### config.mk
export PLATFORM = sky130hd
export DESIGN_NAME = fifo_drain_ctrl
export DESIGN_NICKNAME = d
export VERILOG_FILES = /design/src/rtl/fifo_pkg.sv /design/src/rtl/fifo_drain_skid_buf.sv /design/src/rtl/fifo_drain_ctrl.sv
export SDC_FILE = /design/constraint.sdc
export NUM_CORES = 1
export LEC_CHECK = 0
export ABC_CLOCK_PERIOD_IN_PS = 2000
export CAP_MARGIN = 20
export CORE_AREA = 2 2 70 72
export DETAILED_ROUTE_END_ITERATION = 7
export DIE_AREA = 0 0 72 74
export PLACE_DENSITY_LB_ADDON = 0.2
export SLEW_MARGIN = 25
export SYNTH_ARGS = -nofsm -noshare
export SYNTH_HDL_FRONTEND = slang
export SYNTH_SLANG_ARGS = --single-unit
export TNS_END_PERCENT = 20
### constraint.sdc
create_clock -name clk -period 2 [get_ports clk]
set_input_delay 0.3 -clock clk [delete_from_list [all_inputs] [get_ports clk]]
set_output_delay 0.3 -clock clk [all_outputs]
set_load 0.01 [all_outputs]
### src/rtl/fifo_pkg.sv
// Shared definitions for the FIFO drain stage: default sizes, the data word type
// and the pointer/occupancy width helper.
package fifo_pkg;

    localparam int DATA_WIDTH_DEF = 8;
    localparam int SKID_DEPTH_DEF = 2;
    localparam int CNT_WIDTH_DEF  = 16;

    typedef logic [DATA_WIDTH_DEF-1:0] data_t;

    // Bits needed to index 'depth' entries; never less than one bit.
    function automatic int ptr_width(input int depth);
        if (depth > 2) begin
            return $clog2(depth);
        end else begin
            return 1;
        end
    endfunction

endpackage

### src/rtl/fifo_drain_skid_buf.sv
// Circular skid buffer that catches FIFO read data one cycle after the strobe and
// presents the head entry with zero latency.
module fifo_drain_skid_buf
    import fifo_pkg::*;
#(
    parameter  int DATA_WIDTH = DATA_WIDTH_DEF,
    parameter  int SKID_DEPTH = SKID_DEPTH_DEF,
    localparam int PTR_W      = ptr_width(SKID_DEPTH),
    localparam int OCC_W      = ptr_width(SKID_DEPTH + 1)
) (
    input  logic                  clk,
    input  logic                  reset,
    input  logic                  i_wr,
    input  logic [DATA_WIDTH-1:0] i_wdata,
    input  logic                  i_pop,
    input  logic                  i_clr,
    output logic [OCC_W-1:0]      o_occ,
    output logic [DATA_WIDTH-1:0] o_data
);

    logic [DATA_WIDTH-1:0] r_buf [SKID_DEPTH];
    logic [PTR_W-1:0]      r_head;
    logic [PTR_W-1:0]      r_tail;
    logic [OCC_W-1:0]      r_occ;

    function automatic logic [PTR_W-1:0] ptr_inc(input logic [PTR_W-1:0] p);
        if (p == PTR_W'(SKID_DEPTH - 1)) begin
            return {PTR_W{1'b0}};
        end else begin
            return p + PTR_W'(1);
        end
    endfunction

    // Storage, pointers and occupancy; clear drops contents but keeps the array.
    always_ff @(posedge clk or negedge reset) begin
        if (!reset) begin
            r_head <= {PTR_W{1'b0}};
            r_tail <= {PTR_W{1'b0}};
            r_occ  <= {OCC_W{1'b0}};
            for (int i = 0; i < SKID_DEPTH; i++) begin
                r_buf[i] <= {DATA_WIDTH{1'b0}};
            end
        end else if (i_clr) begin
            r_head <= {PTR_W{1'b0}};
            r_tail <= {PTR_W{1'b0}};
            r_occ  <= {OCC_W{1'b0}};
        end else begin
            if (i_wr) begin
                r_buf[r_tail] <= i_wdata;
                r_tail        <= ptr_inc(r_tail);
            end
            if (i_pop) begin
                r_head <= ptr_inc(r_head);
            end
            case ({i_wr, i_pop})
                2'b10:   r_occ <= r_occ + OCC_W'(1);
                2'b01:   r_occ <= r_occ - OCC_W'(1);
                default: r_occ <= r_occ;
            endcase
        end
    end

    assign o_occ  = r_occ;
    assign o_data = r_buf[r_head];

endmodule

### src/rtl/fifo_drain_ctrl.sv
// FIFO consumer: issues read strobes with credit for buffered plus in-flight words,
// drives the skid buffer, and counts beats accepted by the downstream sink.
module fifo_drain_ctrl
    import fifo_pkg::*;
#(
    parameter int DATA_WIDTH = DATA_WIDTH_DEF,
    parameter int SKID_DEPTH = SKID_DEPTH_DEF,
    parameter int CNT_WIDTH  = CNT_WIDTH_DEF
) (
    input  logic                  clk,
    input  logic                  reset,
    input  logic                  fifo_empty,
    input  logic [DATA_WIDTH-1:0] fifo_data,
    output logic                  rd_en,
    input  logic                  flush,
    output logic                  out_valid,
    input  logic                  out_ready,
    output logic [DATA_WIDTH-1:0] out_data,
    output logic [CNT_WIDTH-1:0]  words_out
);

    localparam int OCC_W = ptr_width(SKID_DEPTH + 1);
    localparam int LVL_W = OCC_W + 1;

    logic                 r_inflight;
    logic [CNT_WIDTH-1:0] r_words_out;
    logic [OCC_W-1:0]     w_occ;
    logic [LVL_W-1:0]     w_level;
    logic                 w_pop;
    logic                 w_wr;

    assign out_valid = (w_occ != {OCC_W{1'b0}});
    assign w_pop     = out_valid & out_ready;
    assign w_wr      = r_inflight & ~flush;
    assign words_out = r_words_out;

    // Read strobe: the pop this cycle frees a slot in time for a word read now.
    always_comb begin
        rd_en   = 1'b0;
        w_level = {1'b0, w_occ} + LVL_W'(r_inflight) - LVL_W'(w_pop);
        if (reset && !fifo_empty && !flush && (w_level < LVL_W'(SKID_DEPTH))) begin
            rd_en = 1'b1;
        end else begin
            rd_en = 1'b0;
        end
    end

    // In-flight flag and accepted-beat counter; flush leaves the counter alone.
    always_ff @(posedge clk or negedge reset) begin
        if (!reset) begin
            r_inflight  <= 1'b0;
            r_words_out <= {CNT_WIDTH{1'b0}};
        end else begin
            r_inflight <= rd_en;
            if (w_pop) begin
                r_words_out <= r_words_out + CNT_WIDTH'(1);
            end else begin
                r_words_out <= r_words_out;
            end
        end
    end

    fifo_drain_skid_buf #(
        .DATA_WIDTH (DATA_WIDTH),
        .SKID_DEPTH (SKID_DEPTH)
    ) u_skid_buf (
        .clk     (clk),
        .reset   (reset),
        .i_wr    (w_wr),
        .i_wdata (fifo_data),
        .i_pop   (w_pop),
        .i_clr   (flush),
        .o_occ   (w_occ),
        .o_data  (out_data)
    );

endmodule
; After elaboration in Yosys (flattened, before gate mapping)
; Cells that the tools add are included.
[word_totals]
reg_bits = 37
[op_classes]
order_cmp = 4
eq_ne = 2
n_addsub = 7
n_mux = 15
reduce_logical = 11
bitwise = 5
[ops]
columns = cell, count
row1 = $mux 8, 4
row2 = $add 16x1->16 const B, 1
row3 = $bwmux 16, 1
row4 = $demux 8 s1, 1
row5 = $mux 1, 7
row6 = $reduce_bool 2->1, 3
row7 = $ge 2x2->1 const B, 2
row8 = $logic_and 1x1->1, 4
row9 = $not 1->2, 2
row10 = $pmux 2 s2, 1
row11 = $add 2x1->3, 1
row12 = $lt 3x2->1 const B, 1
row13 = $reduce_bool 3->1, 1
row14 = $sub 3x1->3, 1
row15 = $add 1x1->1 const B, 2
row16 = $add 2x1->2 const B, 1
row17 = $and 1x1->1, 2
row18 = $eq 2x1->1 const B, 1
row19 = $eq 2x2->1 const B, 1
row20 = $logic_not 1->1, 2
row21 = $lt 2x1->1 const B, 1
row22 = $mux 2, 1
row23 = $reduce_and 2->1, 1
row24 = $sub 2x1->2 const B, 1
row25 = $not 1->1, 1

; Depth between registers and ports, before layout
; Gate-level depths: netlist of the first run.
[logic_depth]
ltp_word = 6
mapped_depth = 7

; Modules after synthesis
; From an unflattened synthesis of the first run, not the netlist that was laid out.
[hier_totals]
cells_unflattened = 131
area_unflattened_um2 = 1710.4
[by_module_without_submodules]
columns = module, area_each_um2, seq_area_each_um2, cells_per_inst, n_inst
row1 = fifo_drain_skid_buf, 893.4, 500.5, 60, 1
row2 = fifo_drain_ctrl, 817.0, 425.4, 71, 1

; Worst setup path before layout of the first run
; No wires, ideal clock.
[synth_path]
path_type = flip-flop to output port
startpoint = register u_skid_buf.r_occ[1], in the netlist u_skid_buf.o_occ[1]
endpoint = output port rd_en
setup_slack_ns = -0.455
t_required_ns = 1.700
path_buffers = 1
path_stages_with_launch = 8
t_arrival_ns = 2.155
cell_sequence = dfrtp_1 o21a_1 buf_6 ha_1 nand2b_1 fa_1 nand2_1 nor4_1
[synth_between]
elab_chain_len = 6
word_cells_on_any_way = 7
[synth_rtl]
columns = element, line
row1 = start: declaration, fifo_drain_skid_buf.sv:24  ; logic [OCC_W-1:0] r_occ;
row2 = start signal: assignment, fifo_drain_skid_buf.sv:39  ; r_occ <= {OCC_W{1'b0}};
row3 = start signal: assignment, fifo_drain_skid_buf.sv:46  ; r_occ <= {OCC_W{1'b0}};
row4 = start signal: assignment, fifo_drain_skid_buf.sv:56  ; 2'b10: r_occ <= r_occ + OCC_W'(1);
row5 = $reduce_bool 2->1, fifo_drain_ctrl.sv:32  ; assign out_valid = (w_occ != {OCC_W{1'b0}});
row6 = $and 1x1->1, fifo_drain_ctrl.sv:33  ; assign w_pop = out_valid & out_ready;
row7 = via u_skid_buf.i_pop, fifo_drain_skid_buf.sv:15  ; input logic i_pop,
row8 = $sub 3x1->3, fifo_drain_ctrl.sv:40  ; w_level = {1'b0, w_occ} + LVL_W'(r_inflight) - LVL_W'(w_pop);
row9 = $lt 3x2->1, fifo_drain_ctrl.sv:41  ; if (reset && !fifo_empty && !flush && (w_level < LVL_W'(SKID_DEPTH))) begin
row10 = $logic_and 1x1->1, fifo_drain_ctrl.sv:41
row11 = $mux 1, fifo_drain_ctrl.sv:41
row12 = end: declaration, fifo_drain_ctrl.sv:14  ; output logic rd_en,
; The timed path passes the listed nets, and every way through them passes these cells.

; Worst setup path after layout of the first run
[layout_path]
startpoint = register u_skid_buf.r_occ[1], in the netlist u_skid_buf.o_occ[1]
endpoint = output port rd_en
[layout_between]
elab_chain_len = 6
word_cells_on_any_way = 7
[layout_rtl]
columns = element, line
row1 = "parallel branches: the longest is 2 deep, another holds $add 2x1->3", -
row2 = $sub 3x1->3 (*), fifo_drain_ctrl.sv:40
row3 = $lt 3x2->1 (*), fifo_drain_ctrl.sv:41
row4 = $logic_and 1x1->1 (*), fifo_drain_ctrl.sv:41
row5 = $mux 1 (*), fifo_drain_ctrl.sv:41
; Every way passes the cells marked *.

==> impl_metrics.json, run 1 <==
{
  "vias": 1147,
  "r2r_end": "r_inflight",
  "setup_tns_ps": -536,
  "synthDistinctLibCells": 33,
  "port_buffers": 38,
  "yosysTopAreaCellShare_pct": 52.7,
  "cp.required_ps": 1700,
  "violations": "negative setup slack",
  "p_clk_share_pct": 23.9,
  "regArea_um2": 927,
  "dieWidth_um": 72,
  "rrSetupSlack_ps": 120,
  "first_pass_iters": 3,
  "vias_per_cell": 4.86,
  "startpoint": "u_skid_buf.o_occ[1]",
  "rsz0062_at_grt": "true",
  "num-nets-final": 198,
  "drv_slew": 0,
  "power_frac_seq_pct": 47.0,
  "diodes": 0,
  "initial_core_util_pct": 38.2,
  "clk_latency_ps": 280,
  "powerDensity_mw_per_mm2": 903,
  "row_count": 25,
  "dp_hpwl_um": 2340,
  "clk_path_buf_depth": 2,
  "startpoint_type": "register",
  "maxSlewHeadroom_pct": 69.1,
  "dieArea_mm2": 0.00533,
  "cts_root_buffer": "clkbuf_8",
  "critPathCaptureType": "output pin",
  "yosysWarnings": 0,
  "finalCritPeriodShare_pct": 127,
  "multi_input_area_um2": 833,
  "switching_share_pct": 27.3,
  "skew_ps": 3.36,
  "dpl_cell_area_mm2": 0.00227,
  "worstPathArrival_ps": 2240,
  "max_cap_viol_count": 0,
  "cts_sinks": 37,
  "reg2reg_depth": 6,
  "yosysTopAreaCell": "dfrtp_1",
  "synthCells": 133,
  "ys_seq_area_share_pct": 52.7,
  "io_pins": 39,
  "ys_ff_latch": 37,
  "routedWlPerCell_um": 14.1,
  "htree_levels": 2,
  "status": "finished, violations left",
  "gp_congestion": 0.743,
  "timing.rr.start": "u_skid_buf.o_occ[1]",
  "ys_dominant_reg_cell": "dfrtp_1",
  "cts.reportedPaths.clkPinSlew_ps": 70,
  "synth_common_cells": "37 x dfrtp_1, 25 x mux2_2, 11 x xor2_1",
  "postCtsSetupBuffers": 0,
  "synth_area_leaders": "dfrtp_1 53%, mux2_2 16%, xor2_1 5.5%",
  "async_flop_share_pct": 100,
  "max_slew.worst_pin.slew_ps": 464,
  "ant_nets": 0,
  "fin_area_mm2": 0.00236,
  "grt_overflow": 0,
  "crit_type": "register to output pin",
  "totalPowerFinal_uw": 2130,
  "ir_worst_vdd_mv": 0.530,
  "fp.dieH_um": 74,
  "grt_pass1_wl_um": 5430,
  "fin_crit_ps": 2540,
  "p_leak_uw": 0.00107,
  "avgSynthCellArea_um2": 13.2,
  "cts_made_buffers": 5,
  "max_freq_ghz": 0.394,
  "yosysMostFrequentCell": "dfrtp_1",
  "synth_edf_count": 0,
  "drcViolationCount": 0,
  "hold_viol_final": 0,
  "antenna_found_initial": 0,
  "grt_util_all_layers_pct": 13.5,
  "fin_util_pct": 51.4,
  "setup_ws_ps": -536,
  "share_comb_of_total_power_pct": 29.1,
  "setup_viol": 1,
  "syn-cell-area_mm2": 0.00176,
  "critical_path_peak_fanout": 2,
  "grt_pass1_vias": 1206,
  "drt_iter0_markers": 13,
  "fillCellCount": 396,
  "grt_max_degree": 38,
  "synthToLayoutAreaGrowth_pct": 34.5,
  "fp.coreArea_mm2": 0.00460,
  "synth_nets": 149,
  "p_sw_uw": 583,
  "intPower_uw": 1550,
  "routed_wl_um": 3320,
  "cts_tree": "done",
  "hold_path.class": "input port to asynchronous set/reset pin",
  "cp-endpoint": "rd_en",
  "drive_above_1_share_pct": 32.4
}
-- flip-flops by register name, indices dropped and copies added (netlist names) --
signal / count
words_out: 16
u_skid_buf.o_occ: 2
r_inflight: 1
u_skid_buf.r_buf: 16
u_skid_buf.r_tail: 1
u_skid_buf.r_head: 1
-- layout make-up --
type | count | area share, %
inverters | 6 | 0.953
clock buffers | 7 | 3.65
repair buffers | 45 | 18.1
well taps | 54 | 2.86
multi-input cells | 87 | 35.3
flip-flops and latches | 37 | 39.2
-- placed cells by master, fill, tap and decap left out, drive strengths merged, types with 2 or more instances in the layout --
master | netlist | routed
clkbuf | 1 | 7
nand4 | 3 | 3
clkdlybuf4s50 | 0 | 33
dfrtp | 37 | 37
xnor2 | 9 | 9
nor2 | 8 | 8
mux2 | 25 | 25
xor2 | 11 | 11
buf | 2 | 9
nand3 | 3 | 3
nor3b | 2 | 2
ha | 2 | 2
nor3 | 4 | 4
nand2 | 5 | 5
dlymetal6s2s | 0 | 2
nor4 | 2 | 2
inv | 6 | 6
and4 | 2 | 2
or2 | 2 | 2
-- layer usage --
layer / part of all wire, % / up-vias / global-route usage, %
met2: 49 / 30 / 22.4
met1: 44 / 562 / 16.6
met5: 0 / - / 0
met4: 1.1 / 0 / 5.24
li1: - / 550 / -
met3: 6.3 / 5 / 4.20
-- stage by stage --
| stage | worst slack [ps] | instances | hold slack (ps) |
|---|---|---|---|
| after floorplan | -290 | 133 | 4.41 |
| after CTS | -570 | 236 | 98.5 |
| after global placement | -1010 | 229 | 405 |
| after detailed placement | -1060 | 229 | 401 |
| after global routing | -615 | 236 | 132 |
| final | -536 | 236 | 85.2 |
-- what timing repair did --
item,4_1_cts,5_1_grt
hold buffers,0,0
pin swaps,4,1
endpoints found under the setup margin,10,3
resized for setup,8,2
-- cells by family (layout without fill, tap and decap cells) --
group	count (synthesis)	count (layout)	synth area share, %
compound gates	4	4	1.50
simple gates	35	35	14.7
flops	37	37	52.7
xor+xnor	20	20	9.97
mux	25	25	16.0
fa+ha+maj	3	3	2.56
buf+inv	9	58	2.56
-- power by group through the flow --
| stage | registers (µW) | clock network, µW | logic (µW) |
|---|---|---|---|
| floorplan | 1000 | 0 | 324 |
| global placement | 1000 | 0 | 616 |
| detailed placement | 1020 | 0 | 631 |
| CTS | 1000 | 530 | 636 |
| global route | 1030 | 565 | 666 |
| finish | 1000 | 511 | 621 |
-- worst min path at each step --
stage                               end  slack (ps)  depth (start not counted)
floorplan                    r_inflight           4                          0
global placement             r_inflight         410                          2
detailed placement  u_skid_buf.r_buf[0]         400                          2
CTS                 u_skid_buf.r_buf[0]         100                          2
global route        u_skid_buf.r_buf[8]         130                          2
finish              u_skid_buf.r_buf[0]          90                          2
-- critical path, cell delays in order, from the launching register on --
cell and delay [ps]:
dfrtp_1 390, o21a_1 230, ha_4 210, nand2b_4 130, fa_2 350, xor2_2 170
nor4_4 290, buf_2 170
No activity file was read; power rests on OpenSTA's default activity.
==> run 2, diff against run 1 <==
ABC_CLOCK_PERIOD_IN_PS = 2300   (was 2000)
clock period = 2.3 ns   (was 2 ns; I/O delays follow)
==> impl_metrics.json, run 2 (synthesis results as in run 1) <==
{
  "grt_pass1_wl_um": 5590,
  "cts.reportedPaths.clkPinSlew_ps": 70,
  "clk_path_buf_depth": 2,
  "gp_congestion": 0.741,
  "setup_ws_ps": -294,
  "first_pass_iters": 4,
  "finalCritPeriodShare_pct": 113,
  "status": "finished, violations left",
  "rrSetupSlack_ps": 410,
  "drcViolationCount": 0,
  "critPathCaptureType": "output pin",
  "routedWlPerCell_um": 14.2,
  "max_slew.worst_pin.slew_ps": 478,
  "dp_hpwl_um": 2360,
  "htree_levels": 2,
  "hold_viol_final": 0,
  "setup_viol": 1,
  "routed_wl_um": 3340,
  "mostFrequentLayoutCells": "37 x dfrtp_1, 35 x clkdlybuf4s50_1, 25 x mux2_2",
  "cp.required_ps": 1960,
  "grt_util_all_layers_pct": 13.7,
  "r2r_end": "r_inflight",
  "grtUsageMet1_pct": 17.2,
  "max_freq_ghz": 0.386,
  "skew_ps": 1.78,
  "grt_max_degree": 38,
  "postCtsSetupBuffers": 0,
  "maxSlewHeadroom_pct": 68.1,
  "diodes": 0,
  "critical_path_peak_fanout": 2,
  "port_buffers": 38,
  "drive_above_1_share_pct": 31.9,
  "io_pins": 39,
  "fin_hold_ws_ps": 145,
  "crit_type": "register to output pin",
  "powerDensity_mw_per_mm2": 789,
  "rsz0062_at_grt": "true",
  "antenna_found_initial": 0,
  "row_count": 25,
  "drt_iter0_markers": 24,
  "worstPathArrival_ps": 2250,
  "violations": "negative setup slack",
  "ir_worst_vdd_mv": 0.456,
  "initial_core_util_pct": 38.2,
  "clk_latency_ps": 280,
  "synthToLayoutAreaGrowth_pct": 34.2,
  "vias": 1164,
  "dp_cells": 229,
  "vias_per_cell": 4.93,
  "hold_path.class": "input port to asynchronous set/reset pin",
  "fin_crit_ps": 2590,
  "dieWidth_um": 72,
  "fp.dieH_um": 74,
  "drv_slew": 0,
  "fillCellCount": 401,
  "max_cap_viol_count": 0,
  "cts_root_buffer": "clkbuf_8",
  "cts_tree": "done",
  "timing.rr.start": "u_skid_buf.o_occ[1]",
  "fin_cells": 236,
  "grt_pass1_vias": 1224,
  "reg2reg_depth": 6,
  "top_usage_layer": "met2",
  "dieArea_mm2": 0.00533,
  "hold_buffers": 0,
  "p_leak_uw": 0.00105,
  "fp.coreArea_mm2": 0.00460,
  "grt_use_met3_pct": 3.79,
  "met2_usage_pct": 22.0,
  "startpoint_type": "register",
  "layout_commonest_cell": "dfrtp_1",
  "cts_made_buffers": 5,
  "grt_overflow": 0,
  "fin_util_pct": 51.3,
  "cts_sinks": 37,
  "dpl_worst_slack_ps": -859,
  "num-nets-final": 198,
  "ant_nets": 0
}
[run 2: area by class of cell]
cell class / instances / area (µm²) / area share, %
clock buffers: 7 / 86.3 / 3.66
inverters: 6 / 22.5 / 0.955
multi-input cells: 87 / 833 / 35.4
flip-flops and latches: 37 / 926 / 39.3
well taps: 54 / 67.6 / 2.87
repair buffers: 45 / 422 / 17.9
[run 2: through the flow]
step | area (µm²) | total power (µW) | setup TNS (ps)
floorplan | 1790 | 1150 | -34.9
global placement | 2270 | 1410 | -797
detailed placement | 2270 | 1430 | -900
CTS | 2360 | 1890 | -331
global route | 2360 | 1980 | -384
finish | 2360 | 1860 | -294
[run 2: routing by layer]
layer  up-vias  routed length, µm
met4         0                 69
met2        34               1630
met1       567               1450
met5         -                  0
met3         8                189
li1        555                  -
[run 2: worst max-delay path by stage]
stage / startpoint / to / slack [ps] / cells after the start
after floorplan: u_skid_buf.o_occ[1] / rd_en / -30 / 7
after global placement: out_ready / rd_en / -800 / 8
after detailed placement: out_ready / rd_en / -860 / 8
after CTS: u_skid_buf.o_occ[1] / rd_en / -330 / 7
after global routing: u_skid_buf.o_occ[1] / rd_en / -380 / 7
final: u_skid_buf.o_occ[1] / rd_en / -290 / 7
[run 2: report_power, final]
part           switching [µW]  internal (µW)  total [µW]
clock network             206            237         443
logic                     198            349         546
registers                 101            768         870
total                     505           1350        1860
[run 2: what timing repair did]
item                                    CTS  global route
endpoints found under the setup margin    1             1
resized for setup                         7             0
pin swaps                                 4             1
[run 2: critical path: stages (launching register included)]
cell      delay, ps
dfrtp_1         390
o21a_1          230
ha_4            220
nand2b_4        130
fa_2            360
xor2_2          170
nor4_4          290
buf_2           170
